**src/rtl/stage_pkg.sv**
```systemverilog
// Shared definitions for the stage-controller / spotlight interface.
// Holds the one-hot spo command codes and the spotlight driver state type.
package stage_pkg;

  // spo command codes: [2]=Left, [1]=Centre, [0]=Right, all-zero = off/park
  localparam logic [2:0] SPO_OFF = 3'b000;
  localparam logic [2:0] SPO_L   = 3'b100;
  localparam logic [2:0] SPO_C   = 3'b010;
  localparam logic [2:0] SPO_R   = 3'b001;

  typedef enum logic [1:0] {
    SD_IDLE,
    SD_MOVE,
    SD_SETTLE
  } sd_state_t;

endpackage

```
**src/rtl/step_rate_div.sv**
```systemverilog
// Free-running modulo-MAX counter with synchronous clear.
// Ports:
//   clk, rst_n - clock, asynchronous active-low reset
//   clear      - forces the count to 0 on the next edge (wins over en)
//   en         - advance the count; wraps from MAX-1 to 0
//   tc         - terminal count, high while the count equals MAX-1
module step_rate_div #(
  parameter int unsigned MAX = 4
) (
  input  logic clk,
  input  logic rst_n,
  input  logic clear,
  input  logic en,
  output logic tc
);

  localparam int unsigned CW = (MAX > 1) ? $clog2(MAX) : 1;

  logic [CW-1:0] cnt;

  always_ff @(posedge clk or negedge rst_n) begin
    if (!rst_n) begin
      cnt <= '0;
    end else if (clear) begin
      cnt <= '0;
    end else if (en) begin
      cnt <= tc ? '0 : cnt + 1'b1;
    end
  end

  assign tc = (cnt == CW'(MAX - 1));

endmodule

```
**src/rtl/spotlight_driver.sv**
```systemverilog
// Spotlight head driver: turns the one-hot spo command into stepper
// step/dir pulses, tracks the head position and drives the lamp enable.
// Ports:
//   clk, rst_n - clock, asynchronous active-low reset (reset re-homes to centre)
//   spo        - command: [2]=Left, [1]=Centre, [0]=Right, 000=off (park)
//   step       - one-cycle step pulse
//   dir        - 1 = increasing position (toward Right)
//   motor_en   - motor driver enable (MOVE and SETTLE)
//   pos        - current head position in steps
//   at_target  - idle with pos equal to the commanded target
//   lamp_on    - lamp enable from the registered command
//   fault      - sticky flag for an illegal spo code
module spotlight_driver
  import stage_pkg::*;
#(
  parameter int unsigned POS_W      = 8,
  parameter int unsigned POS_LEFT   = 16,
  parameter int unsigned POS_CENTER = 64,
  parameter int unsigned POS_RIGHT  = 112,
  parameter int unsigned STEP_DIV   = 4,
  parameter int unsigned SETTLE_CYC = 3
) (
  input  logic             clk,
  input  logic             rst_n,
  input  logic [2:0]       spo,
  output logic             step,
  output logic             dir,
  output logic             motor_en,
  output logic [POS_W-1:0] pos,
  output logic             at_target,
  output logic             lamp_on,
  output logic             fault
);

  logic [2:0]       spo_q;
  logic [POS_W-1:0] target_q;
  logic             lamp_q;

  logic             dec_valid;
  logic [POS_W-1:0] dec_target;
  logic             dec_lamp;

  sd_state_t        state_q, state_d;
  logic             div_tc, set_tc;
  logic [POS_W-1:0] pos_step, pos_next;
  logic             dir_load;

  // Command decode; an illegal code keeps the last legal target and lamp.
  always_comb begin
    dec_valid  = 1'b1;
    dec_target = target_q;
    dec_lamp   = lamp_q;
    case (spo_q)
      SPO_L:   begin dec_target = POS_W'(POS_LEFT);   dec_lamp = 1'b1; end
      SPO_C:   begin dec_target = POS_W'(POS_CENTER); dec_lamp = 1'b1; end
      SPO_R:   begin dec_target = POS_W'(POS_RIGHT);  dec_lamp = 1'b1; end
      SPO_OFF: begin dec_target = POS_W'(POS_CENTER); dec_lamp = 1'b0; end
      default: dec_valid = 1'b0;
    endcase
  end

  assign lamp_on = dec_lamp;

  always_ff @(posedge clk or negedge rst_n) begin
    if (!rst_n) begin
      spo_q    <= SPO_OFF;
      target_q <= POS_W'(POS_CENTER);
      lamp_q   <= 1'b0;
      fault    <= 1'b0;
    end else begin
      spo_q    <= spo;
      target_q <= dec_target;
      lamp_q   <= dec_lamp;
      fault    <= fault | ~dec_valid;
    end
  end

  // Step period divider runs only in MOVE and restarts at 0 on every entry.
  step_rate_div #(.MAX(STEP_DIV)) u_step_div (
    .clk   (clk),
    .rst_n (rst_n),
    .clear (state_q != SD_MOVE),
    .en    (state_q == SD_MOVE),
    .tc    (div_tc)
  );

  step_rate_div #(.MAX(SETTLE_CYC)) u_settle_div (
    .clk   (clk),
    .rst_n (rst_n),
    .clear (state_q != SD_SETTLE),
    .en    (state_q == SD_SETTLE),
    .tc    (set_tc)
  );

  // Saturating one-step move in the current direction.
  always_comb begin
    pos_step = pos;
    if (dir) begin
      if (pos != '1) pos_step = pos + 1'b1;
    end else begin
      if (pos != '0) pos_step = pos - 1'b1;
    end
  end

  always_ff @(posedge clk or negedge rst_n) begin
    if (!rst_n) state_q <= SD_IDLE;
    else        state_q <= state_d;
  end

  always_comb begin
    state_d  = state_q;
    step     = 1'b0;
    motor_en = 1'b0;
    case (state_q)
      SD_IDLE: begin
        if (target_q != pos) state_d = SD_MOVE;
      end
      SD_MOVE: begin
        motor_en = 1'b1;
        if (div_tc) begin
          step = 1'b1;
          if (pos_step == target_q) state_d = SD_SETTLE;
        end
      end
      SD_SETTLE: begin
        motor_en = 1'b1;
        if (target_q != pos) state_d = SD_MOVE;
        else if (set_tc)     state_d = SD_IDLE;
      end
      default: state_d = SD_IDLE;
    endcase
  end

  // dir is loaded on the edge that starts divider count 0 (MOVE entry or a
  // step that continues moving), so it is stable for STEP_DIV-1 cycles
  // before the step and a retarget only bites at the next period.
  assign pos_next = step ? pos_step : pos;
  assign dir_load = (state_d == SD_MOVE) && ((state_q != SD_MOVE) || step);

  always_ff @(posedge clk or negedge rst_n) begin
    if (!rst_n) begin
      pos <= POS_W'(POS_CENTER);
      dir <= 1'b0;
    end else begin
      pos <= pos_next;
      if (dir_load) dir <= (target_q > pos_next);
    end
  end

  assign at_target = (state_q == SD_IDLE) && (pos == target_q);

endmodule

```
**config.mk**
```make
export PLATFORM = sky130hd
export DESIGN_NAME = spotlight_driver
export DESIGN_NICKNAME = d
export VERILOG_FILES = /design/src/rtl/stage_pkg.sv /design/src/rtl/step_rate_div.sv /design/src/rtl/spotlight_driver.sv
export SDC_FILE = /design/constraint.sdc
export NUM_CORES = 1
export LEC_CHECK = 0
export CAP_MARGIN = 25
export CORE_MARGIN = 1.5
export CORE_UTILIZATION = 30
export CTS_BUF_LIST = sky130_fd_sc_hd__clkbuf_4
export CTS_CLUSTER_DIAMETER = 50
export CTS_CLUSTER_SIZE = 12
export DETAILED_ROUTE_END_ITERATION = 6
export GPL_TIMING_DRIVEN = 0
export PLACE_DENSITY = 0.56
export SYNTH_ARGS = -nofsm -noshare
export SYNTH_HDL_FRONTEND = slang
export SYNTH_HIERARCHICAL = 1
export SYNTH_SLANG_ARGS = --single-unit
```
**constraint.sdc**
```tcl
create_clock -name clk -period 4.1 [get_ports clk]
set_input_delay 0.615 -clock clk [delete_from_list [all_inputs] [get_ports clk]]
set_output_delay 0.615 -clock clk [all_outputs]
set_load 0.01 [all_outputs]
```
* Yosys cells after proc, flatten, opt, wreduce, memory -nomap -nowiden
Index checks and enable logic that the tools add are counted.
Operators by class: add/sub/neg operators 4, magnitude comparators 1, equal/unequal tests 14, mux-type cells 22, bitwise gates (word level) 2, reductions and logical operators 13
Operators with widths (number):
- 2-to-1 mux 8 bit | 4
- case mux 8 bit (3 select lines) | 1
- 2-to-1 mux 2 bit | 11
- equality test 8 bit | 2
- adder 8 x 1 -> 8 bit, second input constant | 1
- > comparator 8 bit | 1
- inequality test 8 bit | 1
- inequality test 8 bit, second input constant | 1
- nonzero test 8 bit | 1
- subtractor 8 x 1 -> 8 bit, second input constant | 1
- equality test 2 bit, second input constant | 3
- case mux 2 bit (3 select lines) | 1
- adder 2 x 1 -> 2 bit, second input constant | 2
- equality test 2 x 1 -> 1 bit, second input constant | 2
- 2-to-1 mux 1 bit | 4
- nonzero test 2 bit | 2
- OR reduction 2 bit | 2
- OR reduction 4 bit | 1
- equality test 3 x 1 -> 1 bit, second input constant | 1
- equality test 3 x 2 -> 1 bit, second input constant | 1
- equality test 3 bit, second input constant | 1
- logical NOT 3 bit | 1
- nonzero test 3 bit | 1
- OR reduction 3 bit | 1
- other kinds (8) | 9
Storage, ports and cells: flip-flop bits (word level) 28, input port bits 5, output and inout port bits 14, logic and storage cells 65

* Longest topological paths before layout
word-level depth 9, mapped depth 16, depth with buffers taken out 15

* Modules after synthesis
Netlist, hierarchy kept.
Modules (own cells, without submodules):
- spotlight_driver | times used 1, cells an instance 207, area an instance 1719.1 um^2, sequential area each 478.0 um^2
- step_rate_div (u_step_div) | times used 1, cells an instance 8, area an instance 100.1 um^2, sequential area each 50.0 um^2
- step_rate_div (u_settle_div) | times used 1, cells an instance 9, area an instance 98.8 um^2, sequential area each 50.0 um^2

* Least setup slack after synthesis
Ideal clock, no wire load.
path type reg-to-reg, start reg pos[1], end reg dir, library setup time 0.123 ns, arrival 2.907 ns, required time 3.977 ns, path slack 1.070 ns, cell stages (with the launch flop) 16, path buffers 1, clock period less this slack 3.030 ns, path through dfrtp_1 > buf_4 > inv_1 > ha_1 > nand2b_1 > or3_1 > nor3_1 > a311oi_1 > o21ai_0 > inv_1 > ha_1 > nand3_1 > or3_1 > o311a_1 > a21boi_1 > a2bb2oi_2
Between the ends: elaborated cells on any way between the ends 18, classes of those cells add/sub: 2; order compare: 1; eq/ne: 4; mux: 9; reduce/logical: 2
RTL lines:
- from (decl) | line spotlight_driver.sv:29 | output logic [POS_W-1:0] pos,
- from (signal assigned) | line spotlight_driver.sv:142 | pos <= POS_W'(POS_CENTER);
- from (signal assigned) | line spotlight_driver.sv:145 | pos <= pos_next;
- subtractor 8 x 1 -> 8 bit (tied with other cells) | line spotlight_driver.sv:101 | if (pos != '0) pos_step = pos - 1'b1;
- 2-to-1 mux 8 bit, on equally long branches | line spotlight_driver.sv:101, spotlight_driver.sv:99
- 2-to-1 mux 8 bit * | line spotlight_driver.sv:98 | if (dir) begin
- 2-to-1 mux 8 bit * | line spotlight_driver.sv:137 | assign pos_next = step ? pos_step : pos;
- net pos_next[4] | line spotlight_driver.sv:45 | logic [POS_W-1:0] pos_step, pos_next;
- > comparator 8 bit * | line spotlight_driver.sv:146 | if (dir_load) dir <= (target_q > pos_next);
- to (signal assigned) | line spotlight_driver.sv:146
- to (decl) | line spotlight_driver.sv:27 | output logic dir,
The timed path passes the listed nets; every way through them passes the cells marked *. A chain may end at the register's enable or synchronous reset.

* Worst setup path after layout
start reg pos[0], end reg dir
The elaborated chain is that of the path after synthesis.

==> summary.txt <==
Outcome
  • Status: complete, no violations

Final layout
  • Layout cell share with drive strength beyond 1: 13.4%
  • Final net count: 264
  • Post-Layout Cell Count: 322
  • # diodes: 0
  • Synth-to-Final Area Change: 17.2%

Clock tree
  • Clock Path Buffers: 2
  • Post-CTS setup buffer count: 0
  • H-tree lvl count: 1
  • Resize count post-CTS: 0
  • TritonCTS clock tree: built
  • Clk Latency, worst-skew pair: 0.31 ns
  • Sink Count: 23
  • TritonCTS buffer count: 3
  • Clk slew on worst S/H paths: 0.13 ns
  • Cts hold-fix bufs: 0
  • CTS root buf: clkbuf_4

Timing
  • Final count of negative-setup-slack endpoints: 0
  • Period Utilization, post-route: 82.8%
  • Crit path time final: 3.39 ns
  • Fin. max-slew vios: 0
  • Clock Skews: 0.00738 ns
  • Least-Margin Pin Slew: 0.523 ns
  • Setup_tns: 0 ns
  • Endpoints failing hold: 0
  • Slew headroom: around 65%
  • Peak Freq: 295 MHz
  • RSZ-0062 raised after global routing: false

Logic synthesis
  • Commonest cells post-synth: dfrtp_1 (21), nand2_1 (17), a21oi_1 (16), inv_1 (16), nor2_1 (15)
  • Ys Warns: 6
  • Yosys top cell area share: a little over a quarter
  • Synth area leaders: dfrtp_1 (27%), ha_1 (7.2%), a21oi_1 (4.2%)
  • Most common cell in the netlist: dfrtp_1
  • Cell taking the most area after synthesis: dfrtp_1
  • EDFF count, synth: 0
  • Netlist cell types: 65
  • Main synth FF type: dfrtp_1
  • Syn Std Cell Area: around 1900 um2
  • Sequential share of the synthesized area: between 30% and 40%
  • FFs w/ async S/R, synth: 100%
  • Seq cells post-synth: 23
  • Synth Instances: 224
  • Mapped Avg Cell Area: around 8.6 um2
  • Post-synthesis net count: 240

Global routing
  • First-pass GRT wire length: 7950 um
  • Largest net degree at the start of global routing: 24
  • Overflow left after global routing: 0
  • GRT Total Usage: 13.7%
  • Vias in the first global route: 1627
  • Initial antenna violation count: 0

Worst setup path
  • Crit end category: flip-flop
  • CP required: 4.30 ns
  • Critical-path cell list: inv_1 > ha_1 > nand2b_1 > or3_1 > a311oi_1 > o21ai_0 > inv_1 > ha_1 > nand3_1 > or3_1 > o311a_1 > a21boi_1 > a2bb2oi_2
  • Max incr delay on CP: 0.51 ns
  • Worst Path Max Fanout: 9
  • Crit-path slowest cell: a311oi_1
  • CP startpoint kind: flip-flop
  • Worst path bufs/invs: 2
  • Cell family with the largest share of critical-path delay: compound AO/OA/AOI/OAI gates
  • Kind of critical path: flip-flop to flip-flop
  • CP Data Arrival Time: 3.59 ns

Die
  • Die height: between 80 and 90 um
  • Core area: 6060 um2
  • DIE WIDTH: 83.0 um
  • DIE AREA: 6880 um2
  • Row count: 28
  • Starting Density: 31.6%
  • I/O pins: 19

Route
  • DR WL/cell: 14.6 um
  • Iteration-0 DRC Markers: 103
  • Routed WL: 4690 um
  • TritonRoute pass-1 iters: 4
  • Routed Antenna Nets: 0
  • Vias/cell: 5.32
  • DRC: 0
  • Via count: 1714

Power and ir drop
  • Leakage: 0.865 nW
  • Peak supply drop: 209 uV
  • PwrDens: slightly below 600 nW/um2

Place
  • Dpl hpwl: 3600 um
  • Port bufs: 18
  • Placed cells: 317
  • GPL Wtd Cong: 0.923

Hold path
  • Min-Delay Path Class: flip-flop to flip-flop

Flow run
  • Max_cap viols: 0
==> layout make-up <==
cell class | instances | area (um2)
clock buffer | 3 | 22.5
sequential | 23 | 578
fill | 647 | 3810
buffer | 16 | 87.6
timing repair buffer | 19 | 208
inverter | 17 | 63.8
multi-input combinational | 168 | 1190
tap | 75 | 93.8
clock inverter | 1 | 5.00
==> cells by family (layout without fill, tap and decap cells) <==
kind of cell / Yosys count / in the layout / synth area share, %
simple gates: 78 / 78 / 23.3
compound gates: 68 / 68 / 26.2
buf+inv: 33 / 56 / 7.89
flops: 23 / 23 / 30.1
fa+ha+maj: 11 / 11 / 7.18
xor+xnor: 8 / 8 / 3.65
mux: 3 / 3 / 1.63
==> state kept, by name, indices dropped and copies added (netlist names) <==
register / flops
dir: 1
fault: 1
lamp_q: 1
pos: 8
spo_q: 3
state_q: 2
target_q: 3
u_settle_div/cnt: 2
u_step_div/cnt: 2
==> where the power goes <==
group,switching [mW],internal [mW],leakage (nW),total [mW]
registers,0.0566,0.281,0.280,0.338
logic,0.506,0.375,0.567,0.880
clock network,0.0657,0.0364,0.0177,0.102
total,0.628,0.692,0.865,1.32
==> path summary, 6_finish.rpt <==
path | start | to | slack [ns] | cells after the start
worst max-delay path | pos[0] | dir | 0.71 | 13
worst min-delay path | fault | fault | 0.50 | 1
worst max register to register | pos[0] | dir | 0.71 | 13
worst min register to register | fault | fault | 0.50 | 1
max in group asynchronous | rst_n | pos[6] | 2.98 | 2
min in group asynchronous | rst_n | u_step_div/cnt[1] | 0.62 | 1
==> per-stage QoR <==
stage	cell area, um2	power (mW)	hold WS [ns]	setup slack, ns	utilization [%]
after CTS	2220	1.32	0.504	0.696	36.6
after global routing	2250	1.44	0.521	0.394	37.1
after floorplan	1920	0.963	0.319	1.07	-
after detailed placement	2190	1.21	0.466	0.723	36.2
after global placement	2190	1.21	0.471	0.731	36.2
final	2250	1.32	0.500	0.706	37.1
==> cells in the final DEF (no fill, tap or decap), types with 2 or more instances in the layout <==
cell type	n
ha_1	11
nor3_1	7
a221o_1	2
buf_4	4
inv_1	16
o21a_1	2
dfstp_2	2
a21oi_2	3
clkdlybuf4s50_1	18
xnor2_1	6
o31ai_1	3
nand2b_1	6
xor2_1	2
buf_2	4
nand3b_1	2
o22a_1	3
a31oi_1	2
nor4_1	2
or3b_1	2
o22ai_1	2
a311oi_1	2
clkbuf_4	3
clkbuf_1	6
nand3_1	7
nor4_4	2
a21oi_1	16
a211oi_1	2
a21o_1	2
nor2_1	15
nand2_1	17
nand4_1	4
mux2i_1	2
o21ai_0	10
and3_1	3
or3_1	3
dfrtp_1	21
==> metal layers <==
| layer | vias up | part of all wire, % | wire, um | global-route usage, % |
|---|---|---|---|---|
| li1 | 860 | - | - | - |
| met1 | 801 | 49 | 2290 | 19.8 |
| met2 | 48 | 46 | 2160 | 22.0 |
| met3 | 5 | 4.0 | 188 | 1.09 |
| met4 | 0 | 0.98 | 46 | 3.94 |
| met5 | - | 0 | 0 | 0 |
(Power assumes the default switching activity.)
==> variant 1 (same settings) <==
Change the parameter `POS_W` from 8 to 7.
--- a/src/rtl/spotlight_driver.sv
+++ b/src/rtl/spotlight_driver.sv
@@ -13,7 +13,7 @@
 module spotlight_driver
   import stage_pkg::*;
 #(
-  parameter int unsigned POS_W      = 8,
+  parameter int unsigned POS_W      = 7,
   parameter int unsigned POS_LEFT   = 16,
   parameter int unsigned POS_CENTER = 64,
   parameter int unsigned POS_RIGHT  = 112,
Ports: changed (resized pos); port bits go from 19 to 18. No check against the original RTL was run, so the function may have changed too.
==> variant 1 against the original RTL <==
Setup slack gained 0.16 ns; die area shrank 13%; sequential cell count is 1 lower; final area is 12% lower; core utilization grew 0.67 points; area after synthesis down 13%; register-to-register slack improved by 0.21 ns; wire length down 22%; worst hold slack got worse by 0.0036 ns; clock skew down 0.0031 ns; via count decreased by 14%; power decreased by 11%; sequential power fell by 6.2%; critical path type is now reg2out; highest routed layer unchanged.
==> variant 1: results <==
export IMPL_slowest_stage="clkdlybuf4s50_1"
export IMPL_num_fill_cells=531
export IMPL_wl_met2_mm=1.74
export IMPL_netlist_instances=189
export IMPL_syn_nets=205
export IMPL_grt_max_degree=23
export IMPL_drive_gt1_share_pct=10.4
export IMPL_crit_end="at_target"
export IMPL_vias=1469
export IMPL_grt_pass1_vias=1417
export IMPL_cpLargestDelayFamily="buffers and inverters"
export IMPL_leakagePower_nw=0.809
export IMPL_synth_xor_area_share_pct=3.61
export IMPL_synth_commonest_cells="20 x dfrtp_1, 14 x nor2_1, 13 x nand2_1"
export IMPL_place_hpwl_mm=2.82
export IMPL_gp_congestion=0.842
export IMPL_wl_per_cell_um=13.1
export IMPL_drt_iter0_markers=91
export IMPL_top_regs="pos x7, spo_q x3, target_q x3"
export IMPL_layout_setup_ws_ns=0.867
export IMPL_p_sw_mw=0.536
export IMPL_vias_per_cell=5.23
export IMPL_ys_types=55
export IMPL_cpPeakStageDelay_ns=0.53
export IMPL_dpl_cell_count=276
export IMPL_ys_seq_area_share_pct=33.2
export IMPL_status="complete, no violations"
export IMPL_vdd_drop_max_v=0.000190
export IMPL_cp_arrival_ns=2.62
export IMPL_synth_adder_area_share_pct=8.26
export IMPL_grt_pass1_wl_mm=6.60
export IMPL_netlist_top_cells_area="dfrtp_1 30%, ha_1 8.3%, dfstp_2 3.2%"
export IMPL_dp_slack_ns=0.944
export IMPL_dpl_instance_area_mm2=0.00192
-- variant 1: cell count changes in the layout (fill, tap and decap cells not counted), moves of 3 or more --
cell,before,now
buf_4,4,0
o211ai_1,0,4
buf_2,4,1
nand2_1,17,13
inv_1,16,12
xnor2_1,6,3
a21oi_1,16,10
nand2b_1,6,3
nor2b_1,1,4
-- variant 1: power by group through the flow --
stage	clock [mW]	combinational, mW	sequential, mW
final	0.101	0.756	0.317
after global placement	0	0.752	0.322
after CTS	0.110	0.753	0.318
after floorplan	0	0.534	0.325
after global routing	0.114	0.844	0.327
after detailed placement	0	0.749	0.322
-- variant 1: cell families (layout without fill, tap and decap cells) --
| kind of cell | Yosys count | in the layout |
|---|---|---|
| flops | 22 | 22 |
| buf+inv | 24 | 46 |
| mux | 4 | 4 |
| compound gates | 51 | 51 |
| simple gates | 71 | 71 |
| fa+ha+maj | 11 | 11 |
| xor+xnor | 6 | 6 |
-- variant 1: cell type report --
type / instances / area share (%)
buffer: 11 / 2.91
multi-input combinational: 143 / 50.9
inverter: 13 / 2.47
clock inverter: 1 / 0.190
sequential: 22 / 28.0
clock buffer: 3 / 1.14
tap: 70 / 4.43
timing repair buffer: 18 / 10.0
-- variant 1: layer usage --
metal / track usage, % / up-vias
li1: - / 735
met2: 21.6 / 17
met5: 0 / -
met3: 1.29 / 2
met1: 19.0 / 715
met4: 3.82 / 0
-- variant 1: worst min-delay path by stage --
| stage | from | slack [ns] | endpoint |
|---|---|---|---|
| finish | fault | 0.50 | fault |
| global route | fault | 0.52 | fault |
| CTS | fault | 0.50 | fault |
| detailed placement | fault | 0.47 | fault |
| global placement | fault | 0.47 | fault |
| floorplan | rst_n | 0.32 | dir |
==> variant 2 (config.mk and constraints unchanged) <==
Without the edit above. The 3 states of `sd_state_t` get a one-hot encoding in 3 bits.
--- a/src/rtl/stage_pkg.sv
+++ b/src/rtl/stage_pkg.sv
@@ -8,10 +8,10 @@
   localparam logic [2:0] SPO_C   = 3'b010;
   localparam logic [2:0] SPO_R   = 3'b001;
 
-  typedef enum logic [1:0] {
-    SD_IDLE,
-    SD_MOVE,
-    SD_SETTLE
+  typedef enum logic [2:0] {
+    SD_IDLE   = 3'b001,
+    SD_MOVE   = 3'b010,
+    SD_SETTLE = 3'b100
   } sd_state_t;
 
 endpackage
Function: no difference found for any inputs over 10 cycles, from zero or initial values and one cycle with rst_n low; not proved beyond that.
==> variant 2 against the original RTL <==
Worst hold slack better by 0.0016 ns; global-route usage up 1.3 points; synthesized cell count down 0.89%; clock skew down 0.0047 ns; setup slack worse by 0.33 ns; area after synthesis down 4.9%; wire length down 3.8%; sequential share of layout area up 2.5 points; sequential cell count up 1; final area down 4.8%; critical endpoint is now at_target; highest routed layer unchanged.
Power is not compared: it rests on default switching activity, and its combinational part moved more than twofold at a synthesized area within 25%.
==> variant 2: results <==
export IMPL_leakagePower_nw=0.885
export IMPL_ys_types=58
export IMPL_hp_class="reg2reg"
export IMPL_vias_per_cell=5.43
export IMPL_netlist_top_cells_area="dfrtp_1 29%, nand2_1 5.3%, o21ai_0 5.2%"
export IMPL_crit_fanout=8
export IMPL_cts_resized=0
export IMPL_fin_skew_ns=0.00270
export IMPL_antenna_found_initial=0
export IMPL_cpPeakStageDelay_ns=0.80
export IMPL_grt_max_degree=21
export IMPL_clk_latency_ns=0.31
export IMPL_htreeDepth=1
export IMPL_synth_compound_area_share_pct=24.5
export IMPL_synth_commonest_cells="26 x nand2_1, 21 x dfrtp_1, 19 x nor2_1, 19 x o21ai_0, 13 x a21oi_1"
export IMPL_cts_buffer_depth=2
export IMPL_drt_iter0_markers=273
export IMPL_gp_congestion=0.845
export IMPL_syn_nets=234
export IMPL_grt_pass1_wl_mm=7.73
export IMPL_finalSetupTns_ns=0
export IMPL_clk_pin_slew_ns=0.13
export IMPL_synth_adder_area_share_pct=4.80
export IMPL_grtUsageTotal_pct=15.0
export IMPL_postCtsSetupBuffers=0
export IMPL_cp_arrival_ns=3.10
export IMPL_grt_pass1_vias=1672
export IMPL_drive_gt1_share_pct=11.0
export IMPL_diodes=0
export IMPL_wl_mm=4.51
export IMPL_ys_seq_area_share_pct=33.1
export IMPL_worstMarginPinSlew_ns=0.934
export IMPL_place_hpwl_mm=3.43
export IMPL_status="complete, no violations"
export IMPL_nNetsFinal=258
export IMPL_synth_xor_area_share_pct=3.84
export IMPL_clock_root_buffer="clkbuf_4"
export IMPL_cts_sinks=24
export IMPL_p_int_mw=0.418
export IMPL_slowest_stage="nor4b_1"
export IMPL_muxShareOfSynthArea_pct=3.09
export IMPL_dp_slack_ns=0.542
export IMPL_vdd_drop_max_v=0.000187
## variant 2: cell count changes in the layout (fill, tap and decap cells not counted), moves of 3 or more
cell     unedited run  this run
buf_4               4         0
inv_1              16        12
ha_1               11         7
nand2_1            17        26
a21oi_1            16        13
nor2_1             15        19
o21ai_0            10        19
## variant 2: final cells by class
class	instances	area, um2
clock inverter	1	3.75
multi-input combinational	172	1110
inverter	13	48.8
sequential	24	604
timing repair buffer	19	195
clock buffer	3	22.5
buffer	13	62.6
fill	623	3750
tap	75	93.8
## variant 2: cells by family after synthesis
logic type      after synthesis
compound gates               66
simple gates                 86
fa+ha+maj                     7
buf+inv                      26
mux                           5
xor+xnor                      8
flops                        24
## variant 2: worst paths after layout
check / from / to / slack (ns) / cells after the start
worst max-delay path: pos[0] / at_target / 0.38 / 6
worst min register to register: fault / fault / 0.50 / 1
max in group asynchronous: rst_n / state_q[0] / 3.08 / 2
worst min-delay path: fault / fault / 0.50 / 1
min in group asynchronous: rst_n / lamp_q / 0.53 / 1
worst max register to register: pos[0] / dir / 0.57 / 13
## variant 2: power groups by stage
stage               Sequential (mW)  Combinational [mW]  Clock [mW]
CTS                           0.284               0.267       0.108
finish                        0.283               0.269       0.103
global route                  0.287               0.299       0.114
global placement              0.289               0.263           0
detailed placement            0.289               0.263           0
floorplan                     0.286               0.189           0
## variant 2: critical path: cells and delay by family (launching register included)
family,cells,cell delay [ns]
buffers and inverters,2,0.69
flip-flops,1,0.48
AND/OR/NAND/NOR,3,1.38
adder cells (fa/ha/maj),1,0.24
## variant 2: metal layers
| metal | vias to the layer above | global-route usage, % | part of all wire (%) |
|---|---|---|---|
| met4 | 0 | 5.34 | 2.0 |
| met1 | 807 | 21.3 | 46 |
| met5 | - | 0 | 0 |
| met3 | 12 | 1.57 | 5.3 |
| met2 | 68 | 23.5 | 47 |
| li1 | 851 | - | - |
## variant 2: through the flow
step | utilization, % | instance area (um2) | hold slack (ns) | cells
after floorplan | - | 1820 | 0.319 | 222
after global placement | 35.7 | 2100 | 0.475 | 315
after detailed placement | 35.9 | 2110 | 0.476 | 316
after CTS | 36.4 | 2140 | 0.510 | 320
after global routing | 36.4 | 2140 | 0.519 | 320
final | 36.4 | 2140 | 0.502 | 320
